--- config.mk ---
export PLATFORM = sky130hd
export DESIGN_NAME = cdc_xform_loopback
export DESIGN_NICKNAME = d
export VERILOG_FILES = /design/src/rtl/cdc_app_pkg.sv /design/src/rtl/xform_fifo.sv /design/src/rtl/cdc_xform_loopback.sv
export SDC_FILE = /design/constraint.sdc
export NUM_CORES = 1
export LEC_CHECK = 0
export CORE_UTILIZATION = 60
export CTS_CLUSTER_DIAMETER = 200
export DETAILED_ROUTE_END_ITERATION = 16
export GPL_TIMING_DRIVEN = 1
export PLACE_DENSITY = 0.84
export SLEW_MARGIN = 0
export SYNTH_ARGS = -nofsm -noshare
export SYNTH_HDL_FRONTEND = slang
export SYNTH_SLANG_ARGS = --single-unit
--- constraint.sdc ---
create_clock -name clk_i -period 4.8 [get_ports clk_i]
set_input_delay 0.96 -clock clk_i [delete_from_list [all_inputs] [get_ports clk_i]]
set_output_delay 0.96 -clock clk_i [all_outputs]
set_load 0.005 [all_outputs]
--- src/rtl/cdc_app_pkg.sv ---
// Shared mode/ASCII constants and the per-byte transform for the CDC loopback engine.
// Pure combinational helpers; no latency, no flow control.
// Backpressure: not applicable (package only).
package cdc_app_pkg;

    localparam logic [1:0] MODE_PASS      = 2'd0;
    localparam logic [1:0] MODE_LOWER_INC = 2'd1;
    localparam logic [1:0] MODE_UPPER     = 2'd2;
    localparam logic [1:0] MODE_LINE      = 2'd3;

    localparam logic [7:0] ASCII_LF = 8'h0A;
    localparam logic [7:0] ASCII_A  = 8'h41;
    localparam logic [7:0] ASCII_Z  = 8'h5A;
    localparam logic [7:0] ASCII_a  = 8'h61;
    localparam logic [7:0] ASCII_z  = 8'h7A;
    localparam logic [7:0] ASCII_0  = 8'h30;
    localparam logic [7:0] ASCII_9  = 8'h39;

    function automatic logic [7:0] xform(input logic [7:0] b, input logic [1:0] mode);
        logic [7:0] r;
        r = b;
        case (mode)
            MODE_LOWER_INC: begin
                if (b >= ASCII_A && b <= ASCII_Z) r = b + 8'h20;
                else if (b >= ASCII_0 && b < ASCII_9) r = b + 8'h01;
                else if (b == ASCII_9) r = ASCII_0;
            end
            MODE_UPPER: begin
                if (b >= ASCII_a && b <= ASCII_z) r = b - 8'h20;
            end
            default: r = b;
        endcase
        return r;
    endfunction

endpackage

--- src/rtl/xform_fifo.sv ---
// One loopback channel: transforming FIFO with a committed-count gate for line buffering.
// Latency: a committed byte is visible the cycle after the edge that wrote/committed it.
// Backpressure: wr_rdy_o drops when full and recovers one cycle after a read (registered).
module xform_fifo
    import cdc_app_pkg::*;
#(
    parameter int DEPTH = 16
) (
    input  logic                     clk_i,
    input  logic                     rstn_i,
    input  logic [7:0]               wr_dat_i,
    input  logic                     wr_vld_i,
    output logic                     wr_rdy_o,
    output logic [7:0]               rd_dat_o,
    output logic                     rd_vld_o,
    input  logic                     rd_rdy_i,
    input  logic [1:0]               mode_i,
    output logic [$clog2(DEPTH):0]   level_o
);

    localparam int PW = $clog2(DEPTH);
    localparam int CW = PW + 1;
    localparam logic [CW-1:0] FULL = CW'(DEPTH);

    logic [7:0]    mem_q [DEPTH];
    logic [PW-1:0] wr_ptr_q, wr_ptr_d;
    logic [PW-1:0] rd_ptr_q, rd_ptr_d;
    logic [CW-1:0] cnt_q, cnt_d;
    logic [CW-1:0] ccnt_q, ccnt_d;
    logic          wr, rd, commit;

    always_comb begin
        wr       = wr_vld_i && (cnt_q != FULL);
        rd       = rd_rdy_i && (ccnt_q != '0);
        wr_ptr_d = wr ? wr_ptr_q + PW'(1) : wr_ptr_q;
        rd_ptr_d = rd ? rd_ptr_q + PW'(1) : rd_ptr_q;
        cnt_d    = cnt_q + CW'(wr) - CW'(rd);
        // Outside LINE everything is committed; inside, only LF or filling up releases the line.
        commit   = (mode_i != MODE_LINE) ||
                   (wr && ((wr_dat_i == ASCII_LF) || (cnt_d == FULL)));
        ccnt_d   = commit ? cnt_d : ccnt_q - CW'(rd);
    end

    always_ff @(posedge clk_i or negedge rstn_i) begin
        if (!rstn_i) begin
            wr_ptr_q <= '0;
            rd_ptr_q <= '0;
            cnt_q    <= '0;
            ccnt_q   <= '0;
        end else begin
            wr_ptr_q <= wr_ptr_d;
            rd_ptr_q <= rd_ptr_d;
            cnt_q    <= cnt_d;
            ccnt_q   <= ccnt_d;
        end
    end

    // Transform on write so later mode changes never touch stored bytes.
    always_ff @(posedge clk_i) begin
        if (wr) mem_q[wr_ptr_q] <= xform(wr_dat_i, mode_i);
    end

    assign wr_rdy_o = (cnt_q != FULL);
    assign rd_vld_o = (ccnt_q != '0);
    assign rd_dat_o = mem_q[rd_ptr_q];
    assign level_o  = cnt_q;

endmodule

--- src/rtl/cdc_xform_loopback.sv ---
// Multi-channel CDC loopback: independent transforming FIFOs, one per channel, no arbitration.
// Latency: one cycle write-to-read when committed; LINE mode waits for LF, full, or mode exit.
// Backpressure: per-channel ready is registered occupancy; nothing passes combinationally.
module cdc_xform_loopback
    import cdc_app_pkg::*;
#(
    parameter int CHANNELS = 1,
    parameter int DEPTH    = 16
) (
    input  logic                                  clk_i,
    input  logic                                  rstn_i,
    input  logic [8*CHANNELS-1:0]                 out_data_i,
    input  logic [CHANNELS-1:0]                   out_valid_i,
    output logic [CHANNELS-1:0]                   out_ready_o,
    output logic [8*CHANNELS-1:0]                 in_data_o,
    output logic [CHANNELS-1:0]                   in_valid_o,
    input  logic [CHANNELS-1:0]                   in_ready_i,
    input  logic [2*CHANNELS-1:0]                 mode_i,
    output logic [CHANNELS*($clog2(DEPTH)+1)-1:0] level_o
);

    localparam int LW = $clog2(DEPTH) + 1;

    for (genvar n = 0; n < CHANNELS; n++) begin : g_ch
        xform_fifo #(
            .DEPTH(DEPTH)
        ) u_fifo (
            .clk_i    (clk_i),
            .rstn_i   (rstn_i),
            .wr_dat_i (out_data_i[8*n +: 8]),
            .wr_vld_i (out_valid_i[n]),
            .wr_rdy_o (out_ready_o[n]),
            .rd_dat_o (in_data_o[8*n +: 8]),
            .rd_vld_o (in_valid_o[n]),
            .rd_rdy_i (in_ready_i[n]),
            .mode_i   (mode_i[2*n +: 2]),
            .level_o  (level_o[LW*n +: LW])
        );
    end

endmodule

==> results of run 1 <==
layout make-up:
| cell class | count | area, um2 | area share |
|---|---|---|---|
| multi-input combinational | 197 | 2100 | 0.280 |
| inverter | 20 | 75.1 | 0.0100 |
| tap | 136 | 170 | 0.0227 |
| clock inverter | 13 | 119 | 0.0158 |
| clock buffer | 19 | 422 | 0.0562 |
| sequential | 146 | 4300 | 0.572 |
| timing repair buffer | 32 | 323 | 0.0430 |
per-stage QoR:
stage / util / cells / worst slack, ns / cell area [um2]
after global placement: 0.666 / 531 / 0.742 / 6960
final: 0.717 / 563 / 1.04 / 7500
after global routing: 0.717 / 563 / 0.956 / 7500
after detailed placement: 0.666 / 531 / 0.630 / 6960
after floorplan: - / 382 / 1.09 / 6550
after CTS: 0.717 / 563 / 1.01 / 7500
placed cells by master (no fill, tap or decap), drive strengths merged, types with 2 or more instances in the layout:
cell type | synthesis | routed
a211oi | 4 | 4
mux2 | 2 | 2
nand4 | 3 | 3
nand2 | 18 | 18
xor2 | 4 | 4
ha | 24 | 24
clkdlybuf4s50 | 0 | 28
nor2 | 9 | 9
edfxtp | 128 | 128
nor4b | 2 | 2
a21oi | 6 | 6
dfrtp | 18 | 18
and4 | 4 | 4
and3 | 7 | 7
and2 | 12 | 12
clkinv | 0 | 10
o211ai | 3 | 3
nor3b | 2 | 2
xnor2 | 8 | 8
buf | 7 | 4
nor2b | 5 | 5
clkbuf | 12 | 19
o21ai | 5 | 5
o311ai | 2 | 2
inv | 20 | 20
nor4 | 3 | 3
mux4 | 40 | 40
a221oi | 2 | 2
nor3 | 6 | 6
bufinv | 0 | 2
nand2b | 2 | 2
o31ai | 3 | 3
worst reg2reg max path, stage by stage, from the launching register on:
cell and delay, ns:
dfrtp_1 0.40, inv_1 0.09, ha_1 0.15, nand4bb_1 0.15, nand2_1 0.31, inv_1 0.26, ha_1 0.32, fa_1 0.42
and3b_1 0.21, or4_4 0.51, and2_4 0.20, o31a_1 0.28, nor4_2 0.26
power breakdown:
| part | switching [mW] | total [mW] | internal (mW) |
|---|---|---|---|
| registers | 0.156 | 1.75 | 1.60 |
| logic | 0.760 | 1.58 | 0.824 |
| clock network | 0.487 | 1.21 | 0.728 |
| total | 1.40 | 4.55 | 3.15 |
cell families (layout without fill, tap and decap cells):
family / after synthesis / count (layout)
and+or+nand+nor: 82 / 82
adders and majority gates: 25 / 25
buffers and inverters: 39 / 84
AOI/OAI and AO/OA: 36 / 36
muxes: 42 / 42
DFF: 146 / 146
xor gates and xnor gates: 12 / 12
routing by layer:
layer / vias up / GRT usage / share of wire
met5: - / 0 / 0.0014
met4: 2 / 0.104 / 0.020
met3: 24 / 0.0613 / 0.061
met2: 155 / 0.409 / 0.50
met1: 1839 / 0.335 / 0.42
li1: 1580 / - / -
state kept, by name, summed over array words and instances (netlist names):
signal / count
g_ch.u_fifo.rd_ptr_q: 4
g_ch.u_fifo.wr_ptr_q: 4
g_ch.u_fifo.level_o: 5
g_ch.u_fifo.ccnt_q: 5
g_ch.u_fifo.mem_q: 128
worst max-delay path by stage:
stage	startpoint	cells after the start	slack (ns)	end
finish	g_ch[0].u_fifo.rd_ptr_q[0]	4	1.04	in_data_o[0]
CTS	g_ch[0].u_fifo.rd_ptr_q[0]	4	1.01	in_data_o[0]
global placement	out_valid_i	10	0.74	g_ch[0].u_fifo.ccnt_q[3]
detailed placement	out_valid_i	10	0.63	g_ch[0].u_fifo.ccnt_q[3]
global route	g_ch[0].u_fifo.rd_ptr_q[0]	4	0.96	in_data_o[0]
floorplan	in_ready_i	12	1.09	g_ch[0].u_fifo.ccnt_q[3]
==> results.txt, run 1 <==
* Outcome: finished clean
* Slowest cell on the critical path: mux4_2
- For this design the ratio of total power to cell area is 607 nW/um2.
- Final Routed Wirelength: 13000 um
- Counting stages on the worst path, the most repeated cell is mux4_2.
- Final critical-path required period: 3.76 ns
- Port Buf Inserts: 28
- Among all flip-flop cells after synthesis, the most frequent one is edfxtp_1.
- After clock tree synthesis, the flow added hold-fix buffers numbering 0.
- The initial utilization of the core area, before any placement, comes to 0.626.
- Of the post-synthesis cell area, the part taken by muxes is 0.141.
- Sequential element share of the synthesized area: 0.655
- The die covers 11300 um2.
- Gates resized during post-CTS repair numbered 0.
* Number of cells produced by synthesis: ~380
- In this run the deepest clock path goes through 2 buffers.
- After clock tree synthesis, the clock-pin slew on the worst setup and hold paths is approximately 0.060 ns.
- Across the run, the number of max-cap violations was 0.
- Avg Synthesized Cell Area: 17.1 um2
* Filler cells: between 600 and 700
* Final-layout worst hold slack: 0.527 ns
- 29 I/O pins were placed.
* Hold Crit Class: flip-flop to flip-flop
- Fraction of layout cells with a size suffix above 1: 0.185
- Of the post-synthesis cell area, the dominant cell type holds 0.587.
* Count of final max-slew check failures: 0
* Max Clock Skew: ~0.0088 ns
- The setup check on the worst reg-to-reg path leaves a slack of 1.14 ns.
- The first global-routing pass estimated 20300 um of wire.
- Maximum fanout along the worst path: 32
- Overall overflow remaining after global route: 0
- Number of violations reported at the end of detailed-routing iteration 0: 337
- Post-synthesis adder-cell area fraction: 0.0489
* RSZ-0062 raised after global routing: false
- Vias per cell: 6.39
* Post-route DRC: 0
- Entering global routing, the biggest net connects 36 pins.
* Die X-Extent: ~110 um
* Critical Path RT: 3.84 ns
* Data arrival time at the worst-slack endpoint: 2.80 ns
- Setup tns final: 0 ns
- Weighted congestion reported at the end of routability-driven placement: between 0.8 and 0.9
* Depth of the worst register-to-register path: 12
- Kind of critical path: flip-flop to output port
* Nature of the critical path endpoint: output port
* Final-report setup violation count: 0
- The number of nets handed over by synthesis was roughly 420.
- Reg-to-reg startpoint: g_ch[0].u_fifo.level_o[2]
* Synthesized flop and latch total: 146
* Worst hold path endpoint: g_ch[0].u_fifo.rd_ptr_q[0]
- Mapped Area: about 6600 um2
* Hold Path Stages: 1
- After synthesis, the cell types taking the most area are edfxtp_1, mux4_2, dfrtp_1.
- Buffers inserted during clock tree synthesis total 17.
* Root buffer cell: clkbuf_8
- After detailed routing, the average wire length per cell comes to 23.1 um.
- Critical path buffers and inverters: 2
- The via count of the first global-routing pass came to 3585.
* Count of yosys warnings during synthesis: 0
* Post-synthesis simple-gate area fraction: 0.0754
- Dominant combinational cell family by area after synthesis: multiplexers
* Number of detailed-route iterations in the first pass: 5
- Combined global-route utilization of all metal layers: 0.254
- The worst hold path begins at g_ch[0].u_fifo.rd_ptr_q[0].
- Placement row count: 37
* Number of flops mapped to enable cells by yosys: 128
- The floorplan step defined a core boundary enclosing 10500 um2.
* Area growth from synthesis to layout: 14.5%
* F_max: around 270 MHz
* Max_slew headroom: 0.328
* Sink count of the clock tree: 146
- The later pin in the worst-skew pair is clocked with a latency of 0.53 ns.
- In this run the critical register-to-register path is captured at g_ch[0].u_fifo.ccnt_q[3].
- At the pin with the least slew margin, the transition time is 1.00 ns.
* Die outline height: 106 um
* Via Count: 3600
- Crit-path max cell delay: ~0.60 ns
- TritonCTS clock tree: done
- Post-route clock period utilization: 0.782
* Gate family responsible for the most delay along the worst path: multiplexers
- The number of hold violations in the final report came to 0.
- Half-perimeter wire length after placement: 8340 um
* Peak supply drop: ~0.4 mV
* Cell taking the most area after synthesis: edfxtp_1
* Power, Total: 4.55 mW
- Ordered list of cells on the worst path: buf_12, mux4_2, mux4_2, clkdlybuf4s50_1
- Nets: 453
- After synthesis, the share of flip-flops with an asynchronous set or reset is 0.123.
- The worst setup path is launched from a flip-flop.
- In this run the remaining antenna-violating nets after routing total 0.
- Sorting the synthesized cells by how often they occur yields edfxtp_1, mux4_2, ha_1.
* Initial antenna violation count: 1
* Complex-gate fraction of the synthesized area: 0.0392
- Library cell with the highest instance count after synthesis: edfxtp_1
- 0 antenna diodes ended up in the layout.
* Post-CTS setup buffer count: 0
- Count of cell types in the netlist: 54
- The clock tree synthesis step divided the H-tree into 4 levels.
- Xor-xnor portion of the synthesized cell area: 0.0160
* Static leakage: 2.64 nW
Power figures use the tool's default switching activity.
==> inputs of run 2 (changes only) <==
==> constraint.sdc (replaced) <==
create_clock -name clk_i -period 3.6 [get_ports clk_i]
set_input_delay 0.72 -clock clk_i [delete_from_list [all_inputs] [get_ports clk_i]]
set_output_delay 0.72 -clock clk_i [all_outputs]
set_load 0.005 [all_outputs]
==> run 2 against run 1 <==
  * Clock skew increased by 0.00064 ns
  * Die area is the same
  * Largest cell class unchanged
  * Worst setup slack got worse by 0.93 ns
  * Highest routed layer is now met4
  * Register-to-register slack lost 0.98 ns
  * First-iteration DRC count increased by 47%
  * Critical endpoint is now in_data_o[4]
==> results.txt, run 2 (synthesis gave the netlist of run 1 again) <==
- The net count of the finished layout is 463.
- The floorplan has 37 rows.
- Of the cells placed in the final design, the portion with a size suffix greater than 1 is 0.217.
- Proportion of power drawn by combinational gates: 0.357
- Registers take 4300 um2.
- Final critical-path required period: ~3.5 ns
- In the final routed layout, each cell accounts on average for between 20 and 25 um.
- In this run the tool buffered the top-level ports with 28 buffer cells.
* CTS Buf Count: 17
- Final-layout worst hold slack: roughly 0.65 ns
- Count of final max-slew check failures: 0
- The number of antenna diodes in the final layout is 0.
- In this run the static leakage power is 2.70 nW.
- The register with the most flip-flops in the final layout is g_ch.u_fifo.mem_q.
- Number of antenna-violating nets in the routed design: 0
* Peak supply drop: 0.575 mV
- Post-route DRC: 0
- DP Worst Slack: -0.147 ns
- The die covers 11300 um2.
* Top-level port count: 29
- Number of flip-flops in the largest register: ~130
- In this run, the number of DRC markers left after iteration 0 of detailed routing was 494.
* Maximum number of pins on one net before global-route repair: 36
- The clock arrives with between 0.009 and 0.01 ns of skew.
- Data arrival time at the worst-slack endpoint: 2.77 ns
- The worst setup path is launched from a flip-flop.
- The tool flagged a number of max-cap violations equal to 0.
* Via Count: 3659
* Sequential power share: 0.374
* Hold Crit Class: flip-flop to flip-flop
- No sink is reached through more buffers than the 2 on the longest clock path.
- Combined global-route utilization of all metal layers: 0.267
* Clock input transition at the sequential cells of the worst setup and hold paths: roughly 0.060 ns
* Initial cell density of the core: 0.626
* Filler cells: just over 600
- Power per standard cell area: slightly above 800 nW/um2
- Routability-driven placement finished with a final weighted congestion of 0.873.
- From left edge to right edge, the die measures 106 um.
- The analysis attributes to net switching a power of 1.98 mW.
* Transition time at the pin with the least slew margin: 0.855 ns
- Setup violations remaining at the end of the flow were counted as 0.
- Based on the critical path, the design can be clocked at up to 287 MHz.
- Of the total power, the share spent switching nets is 0.316.
- Area of the core region: approximately 10000 um2
- Data on the critical path is required at its endpoint by 2.88 ns.
* Hold Fails Final Rpt: 0
* First-pass GRT wire length: 21400 um
* Maximum fanout along the worst path: 35
- In the final layout, the multi-input gates occupy 2110 um2.
- Outcome: finished clean
- For the final routed database, the setup TNS stands at 0 ns.
- In the finished design, the share of the clock period the worst path needs comes to 0.969.
* Vias per cell: about 6.4
* Most common cell after layout, fill and taps aside: edfxtp_1
- Max_slew headroom: 0.428
- In the layout the commonest cells are edfxtp_1, mux4_2, clkdlybuf4s50_1, ha_1, inv_1.
* Overall overflow remaining after global route: 0
* Clk network pwr share: 0.269
- Sink count of the clock tree: 146
* Crit path setup slack, layout: 0.110 ns
- Nature of the critical path endpoint: output port
- Kind of critical path: flip-flop to output port
- Half-perimeter wire length after placement: 8460 um
- Number of global-route vias before repair: approximately 3800
* Die outline height: about 110 um
* Latest clock arrival within the worst-skew pair: ~0.53 ns
* Number of detailed-route iterations in the first pass: 5
* Root buffer cell: clkbuf_8
- Area growth from synthesis to layout: 16.2%
- TritonCTS built the clock tree.
- Setup repair after global routing left no endpoint under its margin.
- Final Routed Wirelength: 13800 um
- The clock tree synthesis step divided the H-tree into 4 levels.
- Initial antenna violation count: 0
* Internal power summed over all cells: 4.29 mW
## run 2: changes by cell type in the layout (fill, tap and decap cells not counted), sizes merged
cell	change
inv	+3
clkinv	-6
clkinvlp	+2
clkbuf	+1
buf	+10
## run 2: power groups by stage
stage / sequential (mW) / clock [mW] / combinational, mW
finish: 2.34 / 1.69 / 2.24
global route: 2.37 / 1.77 / 2.42
CTS: 2.34 / 1.69 / 2.23
detailed placement: 2.35 / 0 / 2.16
global placement: 2.33 / 0 / 2.07
floorplan: 2.24 / 0 / 1.55
## run 2: final timing paths
path,from,to,slack [ns],cells after the start
worst max-delay path,g_ch[0].u_fifo.rd_ptr_q[0],in_data_o[4],0.11,4
worst min-delay path,g_ch[0].u_fifo.wr_ptr_q[0],g_ch[0].u_fifo.wr_ptr_q[3],0.65,2
worst max register to register,g_ch[0].u_fifo.ccnt_q[4],g_ch[0].u_fifo.ccnt_q[2],0.16,12
worst min register to register,g_ch[0].u_fifo.wr_ptr_q[0],g_ch[0].u_fifo.wr_ptr_q[3],0.65,2
max in group asynchronous,rstn_i,g_ch[0].u_fifo.rd_ptr_q[0],2.34,1
min in group asynchronous,rstn_i,g_ch[0].u_fifo.rd_ptr_q[2],0.68,1
## run 2: per-layer routing
layer  wire length, um  track usage  up-vias
li1                  -            -     1590
met1              5430        0.334     1883
met2              7240        0.455      160
met3               833       0.0687       26
met4               246       0.0890        0
met5                 0            0        -
## run 2: area by class of cell
cell class | instances | share of cell area
multi-input cells | 197 | 0.277
inverters | 20 | 0.00986
flip-flops and latches | 146 | 0.564
well taps | 136 | 0.0224
clock buffers | 20 | 0.0572
clock inverters | 12 | 0.0174
repair buffers | 42 | 0.0523
## run 2: repair_timing
| action | CTS | global route |
|---|---|---|
| hold buffers | 0 | 0 |
| setup buffers | 0 | 2 |
| resized for setup | 0 | 1 |
| setup endpoints to repair | 0 | 4 |
| endpoints found under the hold margin | 0 | 0 |
## run 2: worst max-delay path, stage by stage (launching register included)
cell and delay, ns:
dfrtp_2 0.37, buf_12 0.26, mux4_2 0.61, mux4_2 0.50, clkdlybuf4s50_1 0.46
## run 2: per-stage QoR
stage / util / power [mW] / instances / cell area (um2)
after CTS: 0.726 / 6.25 / 571 / 7590
after global routing: 0.728 / 6.55 / 573 / 7610
after detailed placement: 0.671 / 4.51 / 539 / 7020
after global placement: 0.671 / 4.40 / 539 / 7020
final: 0.728 / 6.27 / 573 / 7610
after floorplan: - / 3.79 / 382 / 6550
